==> config.mk <==
export PLATFORM = sky130hd
export DESIGN_NAME = out_mapper
export DESIGN_NICKNAME = d
export VERILOG_FILES = /design/src/rtl/out_mapper_pkg.sv /design/src/rtl/out_mapper_fifo.sv /design/src/rtl/out_mapper.sv
export SDC_FILE = /design/constraint.sdc
export NUM_CORES = 1
export LEC_CHECK = 0
export ABC_AREA = 1
export CORE_MARGIN = 10
export CORE_UTILIZATION = 45
export DETAILED_ROUTE_END_ITERATION = 8
export GPL_TIMING_DRIVEN = 0
export PLACE_DENSITY = 0.71
export SKIP_CTS_REPAIR_TIMING = 1
export SYNTH_ARGS = -nofsm -noshare
export SYNTH_HDL_FRONTEND = slang
export SYNTH_SLANG_ARGS = --single-unit
==> constraint.sdc <==
create_clock -name clk -period 4.95 [get_ports clk]
set_input_delay 0.99 -clock clk [delete_from_list [all_inputs] [get_ports clk]]
set_output_delay 0.99 -clock clk [all_outputs]
set_load 0.05 [all_outputs]
==> src/rtl/out_mapper_pkg.sv <==
// Shared packet layout, type codes and sizing constants for the SpiNNaker-to-AER output mapper.
package out_mapper_pkg;
    localparam int PKT_W     = 72;
    localparam int SHORT_MSB = 39;   // top bit covered by parity when there is no payload

    localparam logic [1:0]  MC_TYPE    = 2'b00;
    localparam int          FIFO_DEPTH = 3;
    localparam logic [7:0]  TO_RELOAD  = 8'd128;
    localparam logic [15:0] CNT_MAX    = 16'hFFFF;

    typedef struct packed {
        logic [31:0] payload;
        logic [31:0] key;
        logic [1:0]  ptype;
        logic [3:0]  rsvd;
        logic        flag;
        logic        parity;
    } pkt_t;

    // Odd parity over the whole packet with payload, otherwise over the short form.
    function automatic logic parity_ok(input logic [PKT_W-1:0] d);
        return d[1] ? ^d : ^d[SHORT_MSB:0];
    endfunction
endpackage

==> src/rtl/out_mapper_fifo.sv <==
// Small first-word-fall-through FIFO; head is always mem[0], entries shift down on pop.
module out_mapper_fifo #(
    parameter int WIDTH = 32,
    parameter int DEPTH = 3
) (
    input  logic             clk,
    input  logic             rst,
    input  logic             flush,
    input  logic             push,
    input  logic             pop,
    input  logic [WIDTH-1:0] din,
    output logic [WIDTH-1:0] dout,
    output logic             empty,
    output logic             full
);
    localparam int LW = $clog2(DEPTH + 1);

    logic [WIDTH-1:0] mem [DEPTH];
    logic [LW-1:0]    len;
    logic [LW-1:0]    wr_idx;
    logic             push_en;
    logic             pop_en;

    assign empty   = (len == '0);
    assign full    = (len == LW'(DEPTH));
    assign push_en = push & ~full & ~flush;
    assign pop_en  = pop & ~empty;
    // On a simultaneous pop the new entry lands one slot lower, behind the survivors.
    assign wr_idx  = len - LW'(pop_en);
    assign dout    = mem[0];

    always_ff @(posedge clk or posedge rst) begin
        if (rst)        len <= '0;
        else if (flush) len <= '0;
        else            len <= len + LW'(push_en) - LW'(pop_en);
    end

    always_ff @(posedge clk) begin
        for (int i = 0; i < DEPTH; i++) begin
            if (push_en && wr_idx == LW'(i))
                mem[i] <= din;
            else if (pop_en && i < DEPTH - 1)
                mem[i] <= mem[(i + 1) % DEPTH];
        end
    end
endmodule

==> src/rtl/out_mapper.sv <==
// Converts multicast SpiNNaker packets to AER words; drops and counts bad packets,
// and discards traffic while software dump or an AER-side stall timeout is active.
module out_mapper
    import out_mapper_pkg::*;
#(
    parameter int AER_WIDTH = 32
) (
    input  logic                 clk,
    input  logic                 rst,
    input  logic                 dump_on,
    input  logic                 dump_off,
    output logic                 dump_mode,
    input  logic [31:0]          rx_data_mask,
    input  logic                 cnt_clr,
    input  logic [PKT_W-1:0]     opkt_data,
    input  logic                 opkt_vld,
    output logic                 opkt_rdy,
    output logic [AER_WIDTH-1:0] oaer_data,
    output logic                 oaer_vld,
    input  logic                 oaer_rdy,
    output logic [15:0]          parity_err_cnt,
    output logic [15:0]          type_err_cnt
);
    pkt_t        pkt;
    logic        accept;
    logic        par_good;
    logic        par_err;
    logic        type_err;
    logic        push;
    logic        pop;
    logic        fifo_empty;
    logic        fifo_full;
    logic [31:0] masked_key;
    logic [7:0]  to_cnt;
    logic        timeout;
    logic        cmd_dump;

    assign pkt        = pkt_t'(opkt_data);
    assign accept     = opkt_vld & opkt_rdy;
    assign par_good   = parity_ok(opkt_data);
    assign par_err    = accept & ~par_good;
    assign type_err   = accept & par_good & (pkt.ptype != MC_TYPE);
    assign push       = accept & par_good & (pkt.ptype == MC_TYPE) & ~dump_mode;
    assign masked_key = pkt.key & rx_data_mask;

    assign opkt_rdy = ~fifo_full | dump_mode;
    assign oaer_vld = ~fifo_empty & ~dump_mode;
    assign pop      = oaer_vld & oaer_rdy;

    out_mapper_fifo #(
        .WIDTH (AER_WIDTH),
        .DEPTH (FIFO_DEPTH)
    ) u_fifo (
        .clk   (clk),
        .rst   (rst),
        .flush (dump_mode),
        .push  (push),
        .pop   (pop),
        .din   (masked_key[AER_WIDTH-1:0]),
        .dout  (oaer_data),
        .empty (fifo_empty),
        .full  (fifo_full)
    );

    // Stall watchdog: any cycle with oaer_rdy low counts down; reaching zero forces dump.
    always_ff @(posedge clk or posedge rst) begin
        if (rst) begin
            to_cnt  <= TO_RELOAD;
            timeout <= 1'b0;
        end else begin
            if (oaer_rdy)           to_cnt <= TO_RELOAD;
            else if (to_cnt != '0)  to_cnt <= to_cnt - 8'd1;
            timeout <= (to_cnt == '0) & ~oaer_rdy;
        end
    end

    always_ff @(posedge clk or posedge rst) begin
        if (rst) begin
            cmd_dump  <= 1'b1;
            dump_mode <= 1'b1;
        end else begin
            if (dump_on)       cmd_dump <= 1'b1;
            else if (dump_off) cmd_dump <= 1'b0;
            dump_mode <= cmd_dump | timeout;
        end
    end

    always_ff @(posedge clk or posedge rst) begin
        if (rst) begin
            parity_err_cnt <= '0;
            type_err_cnt   <= '0;
        end else if (cnt_clr) begin
            parity_err_cnt <= '0;
            type_err_cnt   <= '0;
        end else begin
            if (par_err && parity_err_cnt != CNT_MAX)
                parity_err_cnt <= parity_err_cnt + 16'd1;
            if (type_err && type_err_cnt != CNT_MAX)
                type_err_cnt <= type_err_cnt + 16'd1;
        end
    end
endmodule

After elaboration in Yosys (flattened, before gate mapping)
Memory sizes are Yosys's and may differ from the RTL's.
Index checks and enable logic that the tools add are counted.
{"block": "word_totals", "regBits": 45, "ram_bits": 96, "in_bits": 111, "output_inout_bits": 67, "word_cells": 85, "mem_count": 1}
{"block": "classes", "n_addsub": 6, "n_eq_ne": 5, "n_mux": 26, "bitwise_logic": 22, "reduce_logical": 18}
{"name": "u_fifo.mem", "depth": 3, "width": 32, "rd": 3, "rd_ports_with_merged_regs": 0, "wr": 2, "line_no": "out_mapper_fifo.sv:18", "text": "logic [WIDTH-1:0] mem [DEPTH];"}
{"op": "32-bit two-way mux", "count": 3}
{"op": "72-bit parity", "count": 1}
{"op": "16-bit two-way mux", "count": 4}
{"op": "40-bit parity", "count": 1}
{"op": "16-bit by 1-bit adder with 16-bit output (second input constant)", "count": 2}
{"op": "32-bit AND", "count": 1}
{"op": "16-bit != test (second input constant)", "count": 2}
{"op": "32-bit OR reduction", "count": 1}
{"op": "8-bit two-way mux", "count": 2}
{"op": "1-bit two-way mux", "count": 15}
{"op": "1-bit AND", "count": 12}
{"op": "2-bit nonzero test", "count": 5}
{"op": "8-bit logical NOT", "count": 1}
{"op": "8-bit nonzero test", "count": 1}
{"op": "8-bit by 1-bit subtractor with 8-bit output (second input constant)", "count": 1}
{"op": "2-bit logical NOT", "count": 3}
{"op": "1-bit logical AND", "count": 5}
{"op": "1-bit NOT", "count": 5}
{"op": "2-bit == test (second input constant)", "count": 2}
{"op": "2-bit two-way mux", "count": 2}
{"op": "1-bit OR", "count": 4}
{"op": "2-bit by 1-bit subtractor with 2-bit output", "count": 2}
{"op": "2-bit by 1-bit adder with 2-bit output", "count": 1}
{"op": "2-bit by 1-bit == test with 1-bit output (second input constant)", "count": 1}

Longest topological paths before layout
Gate-level depths: netlist of the first run.
{"block": "depth", "word_depth": 14, "mapped_depth": 24, "mapped_depth_nobuf": 23}

Modules after synthesis
From an unflattened synthesis of the first run, not the netlist that was laid out.
{"block": "hier_totals", "cells_unflattened": 1105, "area_unflattened_um2": 8873.5}
{"module": "out_mapper", "n_inst": 1, "cells_per_inst": 730, "area_per_inst_um2": 4549.4}
{"module": "out_mapper_fifo", "n_inst": 1, "cells_per_inst": 375, "area_per_inst_um2": 4324.1}

Worst setup path after synthesis of the first run
No wires, ideal clock.
{"block": "synth_path", "path_type": "input port to flip-flop", "start": "in opkt_data[6]", "end": "mem u_fifo.mem[2][0], in the netlist u_fifo.mem[0][64] (enable)", "setup_ps": 461, "arrival_ps": 4605, "slack_ps": -117, "cell_stages": 19, "path_cell_list": "inv_1 ha_1 inv_1 nand2_1 nand2_1 inv_1 nand2_1 nand3_1 nand2_1 nand2_1 nand2_2 nand2_4 nand2_2 nand2_1 nand2_1 nand2_1 nand3_2 nand4_4 nor3_1"}
{"item": "start: declaration", "line_no": "out_mapper.sv:15", "text": "input logic [PKT_W-1:0] opkt_data,"}
{"item": "end: declaration", "line_no": "out_mapper_fifo.sv:18"}

==> metrics.md, run 1 <==
| Metric | Value |
|---|---|
| Run status | `completed` |
| Root buf cell | `clkbuf_16` |
| Max incr delay on CP | `between 0.4 and 0.5 ns` |
| Tot Pwr | `3.183 mW` |
| Worst hold start | `timeout$_DFF_PP0_` |
| Vias | `between 7000 and 8000` |
| Layout Nets | `1515` |
| Pwr Density | `267.0 nW/um^2` |
| Max Freq | `approximately 0.24 GHz` |
| Die Area | `26470 um^2` |
| Port bufs | `176` |
| Internal power | `about 2.3 mW` |
| Worst Hold Depth | `1` |
| Mapped Avg Cell Area | `around 7.6 um^2` |
| Worst hold path class | `reg -> reg` |
| Area grow syn2layout | `30.10%` |
| Clock share of power | `0.384` |
| Max clock buf depth | `2` |
| Final period utilization | `0.8370` |
| Slew Viols, Final | `0` |
| Num ports | `178` |
| Post-Syn Nets | `1317` |
| Largest net degree at the start of global routing | `38` |
| Final hold vios | `0` |
| Synthesis-stage register bit count | `141` |
| Bufs and invs on worst path | `6` |
| Worst setup SP type | `primary input` |
| Clock Latency Late Sink | `around 0.43 ns` |
| Crit-path cells | `clkdlybuf4s50_1 > inv_1 > ha_1 > inv_1 > nand2_1 > nand2_1 > inv_1 > nand2_1 > nand2_1 > nand2_1 > nand2_1 > nand2_1 > nand2_1 > nand2_1 > nand3_1 > nand2_1 > nand2_1 > nand3_2 > nand3_2 > nor2_4 > nand2_4 > buf_6 > nand2_1 > buf_16` |
| Slowest CP cell | `nand2_1` |
| Worst reg-to-reg path cell count | `12` |
| Placed cells | `1649` |
| Global-route wire length before repair | `roughly 36 mm` |
| Cell Area, Synth | `9163 um^2` |
| CP Class | `in -> reg` |
| Leak pwr | `5.758 nW` |
| Worst hold margin | `0.4427 ns` |
| Min Tclk post-route | `4.143 ns` |
| Switching share of power | `0.2922` |
| CP max FO | `21` |
| Die Ht | `roughly 160 um` |
| DP Worst Slack | `~0.35 ns` |
| Initial core utilization | `0.4558` |
| CTS tree | `done` |
| Finished Layout Cells | `1682` |
| Post-DRT Antenna Nets | `0` |
| Total core area | `20100 um^2` |
| DR DRC count | `0` |
| R2R Setup Slk | `1.59 ns` |
| Clk sink count | `about 140` |
| Syn Inst Count | `1200` |
| Initial DRC count | `about 530` |
| Num CTS Buffers | `17` |
| RSZ-0062 raised after global routing | `false` |
| TritonRoute pass-1 iters | `5` |
| Initial antenna violation count | `1` |
| Total grt overflow | `0` |
| # H-tree levels | `4` |
| Vias per cell | `4.700` |
| Row cnt | `52` |
| Worst r2r src | `dump_mode$_DFF_PP1_` |
| Worst Hold End | `dump_mode$_DFF_PP1_` |
| CP Data Arrival Time | `~4.3 ns` |
| Combinational Power Share | `0.197` |
| CP Capture Type | `register` |
| Worst Setup Slack, final | `0.8067 ns` |
| Reg power frac | `0.419` |
| Worst r2r dst | `u_fifo.mem[0][2]$_DFFE_PP_` |
| WL/cell | `13.37 um` |
| Max-cap viol count | `0` |
| P_sw | `around 0.93 mW` |
| Post-Route WL | `22.49 mm` |
| Final-report setup violation count | `0` |
| Yosys cell types | `37` |
| Worst slew pin tran | `0.8232 ns` |
| Register area share after synthesis | `0.4379` |
| DPL Wire Length | `~17 mm` |
| Delay-heaviest family, CP | `simple AND/OR/NAND/NOR gates` |
| Syn. warnings | `0` |
| Setup Skew | `0.01050 ns` |
| WP data required | `~5.1 ns` |
| Vias in the first global route | `about 7500` |
| VDD IR max | `0.2827 mV` |
| Most used cell, CP | `nand2_1` |
| Routability cong. | `0.8666` |
| Cell depth of the worst setup path | `24` |
| Layout cells sized above 1 | `0.1304` |
| Overall Global Routing Usage | `0.1693` |
| Fillers | `1765` |
| Slew headroom | `0.4493` |
| Clock slew at reported path FFs | `approximately 0.060 ns` |
| Die X | `162.7 um` |
-- power by group through the flow --
stage                     Clock, mW  Sequential (mW)  Combinational [mW]
final                          1.22             1.33               0.627
after global routing           1.30             1.34               0.706
after CTS                      1.24             1.33               0.631
after detailed placement          0             1.36               0.627
after global placement            0             1.36               0.610
after floorplan                   0             1.38               0.373
-- state kept, by name, summed over array words and instances, names as in the netlist --
name and cells:
u_fifo.mem 96, parity_err_cnt 16, type_err_cnt 16, to_cnt 8, u_fifo.len 2, cmd_dump 1
dump_mode 1, timeout 1
-- Yosys cell counts --
cell | count | area share
a21oi_1 | 5 | 0.0027
a31oi_1 | 1 | 0.00068
a41oi_1 | 1 | 0.00096
buf_2 | 3 | 0.0016
buf_4 | 34 | 0.028
buf_6 | 19 | 0.023
clkbuf_1 | 4 | 0.0016
clkinv_1 | 1 | 0.00041
dfrtp_1 | 42 | 0.11
dfstp_2 | 3 | 0.0086
edfxtp_1 | 96 | 0.31
ha_1 | 6 | 0.0082
inv_1 | 146 | 0.060
inv_2 | 6 | 0.0025
nand2_1 | 543 | 0.22
nand2_2 | 8 | 0.0055
nand2_4 | 4 | 0.0049
nand3_1 | 59 | 0.032
nand3_2 | 61 | 0.067
nand3b_1 | 1 | 0.00082
nand4_1 | 3 | 0.0020
nand4_2 | 1 | 0.0014
nand4_4 | 1 | 0.0023
nor2_1 | 63 | 0.026
nor2_2 | 3 | 0.0020
nor2_4 | 1 | 0.0012
nor3_1 | 22 | 0.012
nor4_1 | 2 | 0.0014
o21a_1 | 1 | 0.00082
o21ai_0 | 13 | 0.0071
o21ai_1 | 6 | 0.0033
o21bai_1 | 1 | 0.00082
o21bai_4 | 2 | 0.0041
o31ai_1 | 4 | 0.0033
or2_2 | 1 | 0.00068
xnor2_1 | 8 | 0.0076
xor2_1 | 25 | 0.024
-- through the flow --
| step | TNS, ns | instance area, um^2 | utilization |
|---|---|---|---|
| 6_report | 0 | 11920 | 0.5929 |
| 5_1_grt | 0 | 11920 | 0.5928 |
| 4_1_cts | 0 | 11920 | 0.5928 |
| 3_5_place_dp | 0 | 11350 | 0.5646 |
| 3_3_place_gp | -22.80 | 11270 | 0.5604 |
| 2_1_floorplan | 0 | 9168 | - |
-- worst register-to-register path, cell delays in order, from the launching register on --
cell	delay (ns)
dfstp_2	0.58
nor2_1	0.08
nand2_1	0.18
inv_1	0.10
buf_4	0.20
ha_1	0.21
xnor2_1	0.29
inv_1	0.13
nor2_1	0.25
nand2_4	0.13
buf_6	0.18
nand2_1	0.47
buf_16	0.25
-- cell type report --
class | count | area (um^2) | area share
clock buffer | 17 | 425.4 | 0.03569
buffer | 60 | 499.2 | 0.04188
inverter | 153 | 574.3 | 0.04818
clock inverter | 15 | 141.4 | 0.01186
sequential | 141 | 4013 | 0.3366
multi-input combinational | 846 | 4090 | 0.3431
timing repair buffer | 179 | 1837 | 0.1541
antenna | 1 | 2.502 | 0.0002099
tap | 270 | 337.8 | 0.02834
-- per-layer routing --
metal,GRT usage,wire (um),vias up
met5,0,0,-
met3,0.04601,1315,20
li1,-,-,4136
met2,0.2915,10910,181
met4,0.05041,323,0
met1,0.2018,9934,3568
-- cells by family after synthesis --
kind of cell	synth area share
DFF	0.4379
buffers and inverters	0.1172
xor gates and xnor gates	0.03154
and+or+nand+nor	0.3814
adders and majority gates	0.008193
AOI/OAI and AO/OA	0.02376
-- cell usage in the layout, fill, tap and decap left out, types with 4 or more instances in the layout --
cell	instances
nand2_1	542
clkdlybuf4s50_1	176
inv_1	145
edfxtp_1	96
nor2_1	63
nand3_2	61
nand3_1	59
dfrtp_1	42
buf_4	34
xor2_1	25
nor3_1	21
buf_6	19
clkbuf_16	17
o21ai_0	13
nand2_2	9
xnor2_1	8
inv_2	7
o21ai_1	6
ha_1	6
a21oi_1	5
nand2_4	4
clkbuf_1	4
o31ai_1	4
clkinvlp_4	4
clkinv_4	4
-- worst max path at each step --
stage | start | end
finish | opkt_data[6] | u_fifo.mem[0][2]$_DFFE_PP_
detailed placement | opkt_data[6] | u_fifo.mem[0][18]$_DFFE_PP_
global route | opkt_data[6] | u_fifo.mem[0][40]$_DFFE_PP_
floorplan | opkt_data[6] | u_fifo.mem[0][64]$_DFFE_PP_
CTS | opkt_data[6] | u_fifo.mem[0][33]$_DFFE_PP_
global placement | opkt_data[6] | u_fifo.mem[0][82]$_DFFE_PP_
Note: power is estimated with default switching activity, not from simulation.
==> run 2: changes to the inputs <==
--- a/config.mk
+++ b/config.mk
@@ -10,7 +10,7 @@
 export CORE_UTILIZATION = 45
 export DETAILED_ROUTE_END_ITERATION = 8
 export GPL_TIMING_DRIVEN = 0
-export PLACE_DENSITY = 0.71
+export PLACE_DENSITY = 0.74
 export SKIP_CTS_REPAIR_TIMING = 1
 export SYNTH_ARGS = -nofsm -noshare
 export SYNTH_HDL_FRONTEND = slang
==> constraint.sdc (replaced) <==
create_clock -name clk -period 3.35 [get_ports clk]
set_input_delay 0.67 -clock clk [delete_from_list [all_inputs] [get_ports clk]]
set_output_delay 0.67 -clock clk [all_outputs]
set_load 0.05 [all_outputs]
==> run 2 against run 1 <==
  * Global-route usage rose by 0.42 points
  * Cell count increased by 0.71%
  * Setup slack got worse by 0.66 ns
  * Clock power increased by 52%
  * Critical endpoint is now u_fifo.mem[0][85]$_DFFE_PP_
  * Critical path depth fell by 2
  * Die area stayed put
  * Count of clock-buffer cells in the layout is the same
  * Clock skew barely moved
  * Register-to-register slack got worse by 0.98 ns
==> metrics.md, run 2 (same netlist as run 1, synthesis figures left out) <==
| Metric | Value |
|---|---|
| Worst hold path class | `reg -> reg` |
| WL/cell | `14.14 um` |
| Num ports | `~180` |
| CP Capture Type | `register` |
| Max-cap viol count | `0` |
| Largest reg by FF count | `u_fifo.mem` |
| Bufs and invs on worst path | `5` |
| Tot Pwr | `between 4 and 5 mW` |
| Worst r2r src | `dump_mode$_DFF_PP1_` |
| Global-route wire length before repair | `around 38 mm` |
| Vias per cell | `4.808` |
| Final-report setup violation count | `0` |
| Final hold vios | `0` |
| WP data required | `between 3 and 4 ns` |
| Total grt overflow | `0` |
| Die Area | `26470 um^2` |
| Initial DRC count | `460` |
| Slowest CP cell | `clkdlybuf4s50_1` |
| Delay-heaviest family, CP | `simple AND/OR/NAND/NOR gates` |
| Final period utilization | `0.9549` |
| Worst Hold End | `dump_mode$_DFF_PP1_` |
| Worst slew pin tran | `between 0.5 and 0.6 ns` |
| Vias | `~8100` |
| Setup Skew | `0.01075 ns` |
| Port bufs | `176` |
| Post-DRT Antenna Nets | `0` |
| DPL Wire Length | `17.75 mm` |
| Layout Nets | `1528` |
| Clock Latency Late Sink | `roughly 0.43 ns` |
| Worst r2r dst | `u_fifo.mem[0][38]$_DFFE_PP_` |
| Die Ht | `162.7 um` |
| # H-tree levels | `4` |
| Area grow syn2layout | `33.44%` |
| Max incr delay on CP | `0.46 ns` |
| Final core occ | `0.6082` |
| Die X | `162.7 um` |
| CP Data Arrival Time | `approximately 3.3 ns` |
| Slew headroom | `0.6149` |
| Initial antenna violation count | `0` |
| Crit-path cells | `clkdlybuf4s50_1 > inv_1 > ha_4 > inv_1 > nand2_1 > nand2_2 > inv_1 > nand2_1 > nand2_1 > nand2_1 > nand2_2 > nand2_2 > nand2_4 > nand2_4 > nand2_2 > nand2_1 > nand2_1 > nand2_2 > nand3_4 > nand4_4 > nor3_4 > buf_16` |
| Num CTS Buffers | `17` |
| R2R Setup Slk | `0.61 ns` |
| Slew Viols, Final | `0` |
| Clk sink count | `141` |
| Critical path startpoint | `opkt_data[6]` |
| VDD IR max | `0.4671 mV` |
| Most frequent cells in the layout | `nand2_1 (534), clkdlybuf4s50_1 (176), inv_1 (145)` |
| Row cnt | `52` |
| CTS tree | `done` |
| Worst hold start | `timeout$_DFF_PP0_` |
| Max Freq | `0.3126 GHz` |
| DR DRC count | `0` |
| Routability cong. | `around 0.86` |
| TritonRoute pass-1 iters | `5` |
| Most common cell after layout, fill and taps aside | `nand2_1` |
| Worst setup SP type | `primary input` |
| Fillers | `1725` |
| Run status | `completed` |
| Post-Route WL | `23.95 mm` |
| Most used cell, CP | `nand2_1` |
| Total core area | `between 20000 and 25000 um^2` |
| CP max FO | `19` |
| Worst Hold Depth | `1` |
| Root buf cell | `clkbuf_16` |
| Overall Global Routing Usage | `0.1735` |
| Layout cells sized above 1 | `0.1461` |
| Antenna Cells | `0` |
| Largest regs | `u_fifo.mem (96), parity_err_cnt (16), type_err_cnt (16)` |
| Pwr Density | `393.7 nW/um^2` |
| CP Class | `in -> reg` |
| Worst reg-to-reg path cell count | `13` |
| Min Tclk post-route | `3.199 ns` |
| Max FFs per register | `96` |
| Clock slew at reported path FFs | `approximately 0.060 ns` |
| Vias in the first global route | `7884` |
| Largest net degree at the start of global routing | `37` |
| Max clock buf depth | `2` |
| Leak pwr | `5.892 nW` |
| Initial core utilization | `0.4558` |
[run 2: worst max path at each step]
stage,endpoint,slack [ns],cells past startpoint
floorplan,u_fifo.mem[0][64]$_DFFE_PP_,-0.42,19
global placement,u_fifo.mem[0][83]$_DFFE_PP_,-1.88,20
detailed placement,u_fifo.mem[0][38]$_DFFE_PP_,-0.98,23
CTS,u_fifo.mem[0][62]$_DFFE_PP_,-0.54,23
global route,u_fifo.mem[0][27]$_DFFE_PP_,-0.06,22
finish,u_fifo.mem[0][85]$_DFFE_PP_,0.15,22
[run 2: metal layers]
metal / up-vias / routed length (um) / global-route usage
met2: 208 / 11850 / 0.3017
met5: - / 0 / 0
met1: 3742 / 10210 / 0.2050
met3: 29 / 1415 / 0.04247
met4: 0 / 471 / 0.05738
li1: 4166 / - / -
[run 2: stage by stage]
step	hold slack (ns)	worst slack (ns)	TNS [ns]	area, um^2	instances
after floorplan	0.4102	-0.4155	-13.29	9175	1200
after global placement	0.4161	-1.879	-136.35	11270	1646
after detailed placement	0.4194	-0.9800	-108.52	11330	1648
after CTS	0.4542	-0.5431	-42.18	11910	1680
after global routing	0.4693	-0.06148	-5.305	12230	1694
final	0.4544	0.1512	0	12230	1694
[run 2: layout make-up]
| type | count | area, um^2 | area share |
|---|---|---|---|
| sequential | 141 | 4013 | 0.3282 |
| timing repair buffer | 186 | 1899 | 0.1553 |
| inverter | 153 | 574.3 | 0.04697 |
| clock buffer | 17 | 425.4 | 0.03479 |
| clock inverter | 15 | 152.6 | 0.01248 |
| tap | 270 | 337.8 | 0.02763 |
| buffer | 60 | 516.7 | 0.04226 |
| multi-input combinational | 852 | 4308 | 0.3523 |
[run 2: where the power goes]
| group | total, mW | internal [mW] | switching [mW] |
|---|---|---|---|
| clock | 1.86 | 1.05 | 0.815 |
| combinational | 0.980 | 0.396 | 0.584 |
| sequential | 1.97 | 1.93 | 0.0480 |
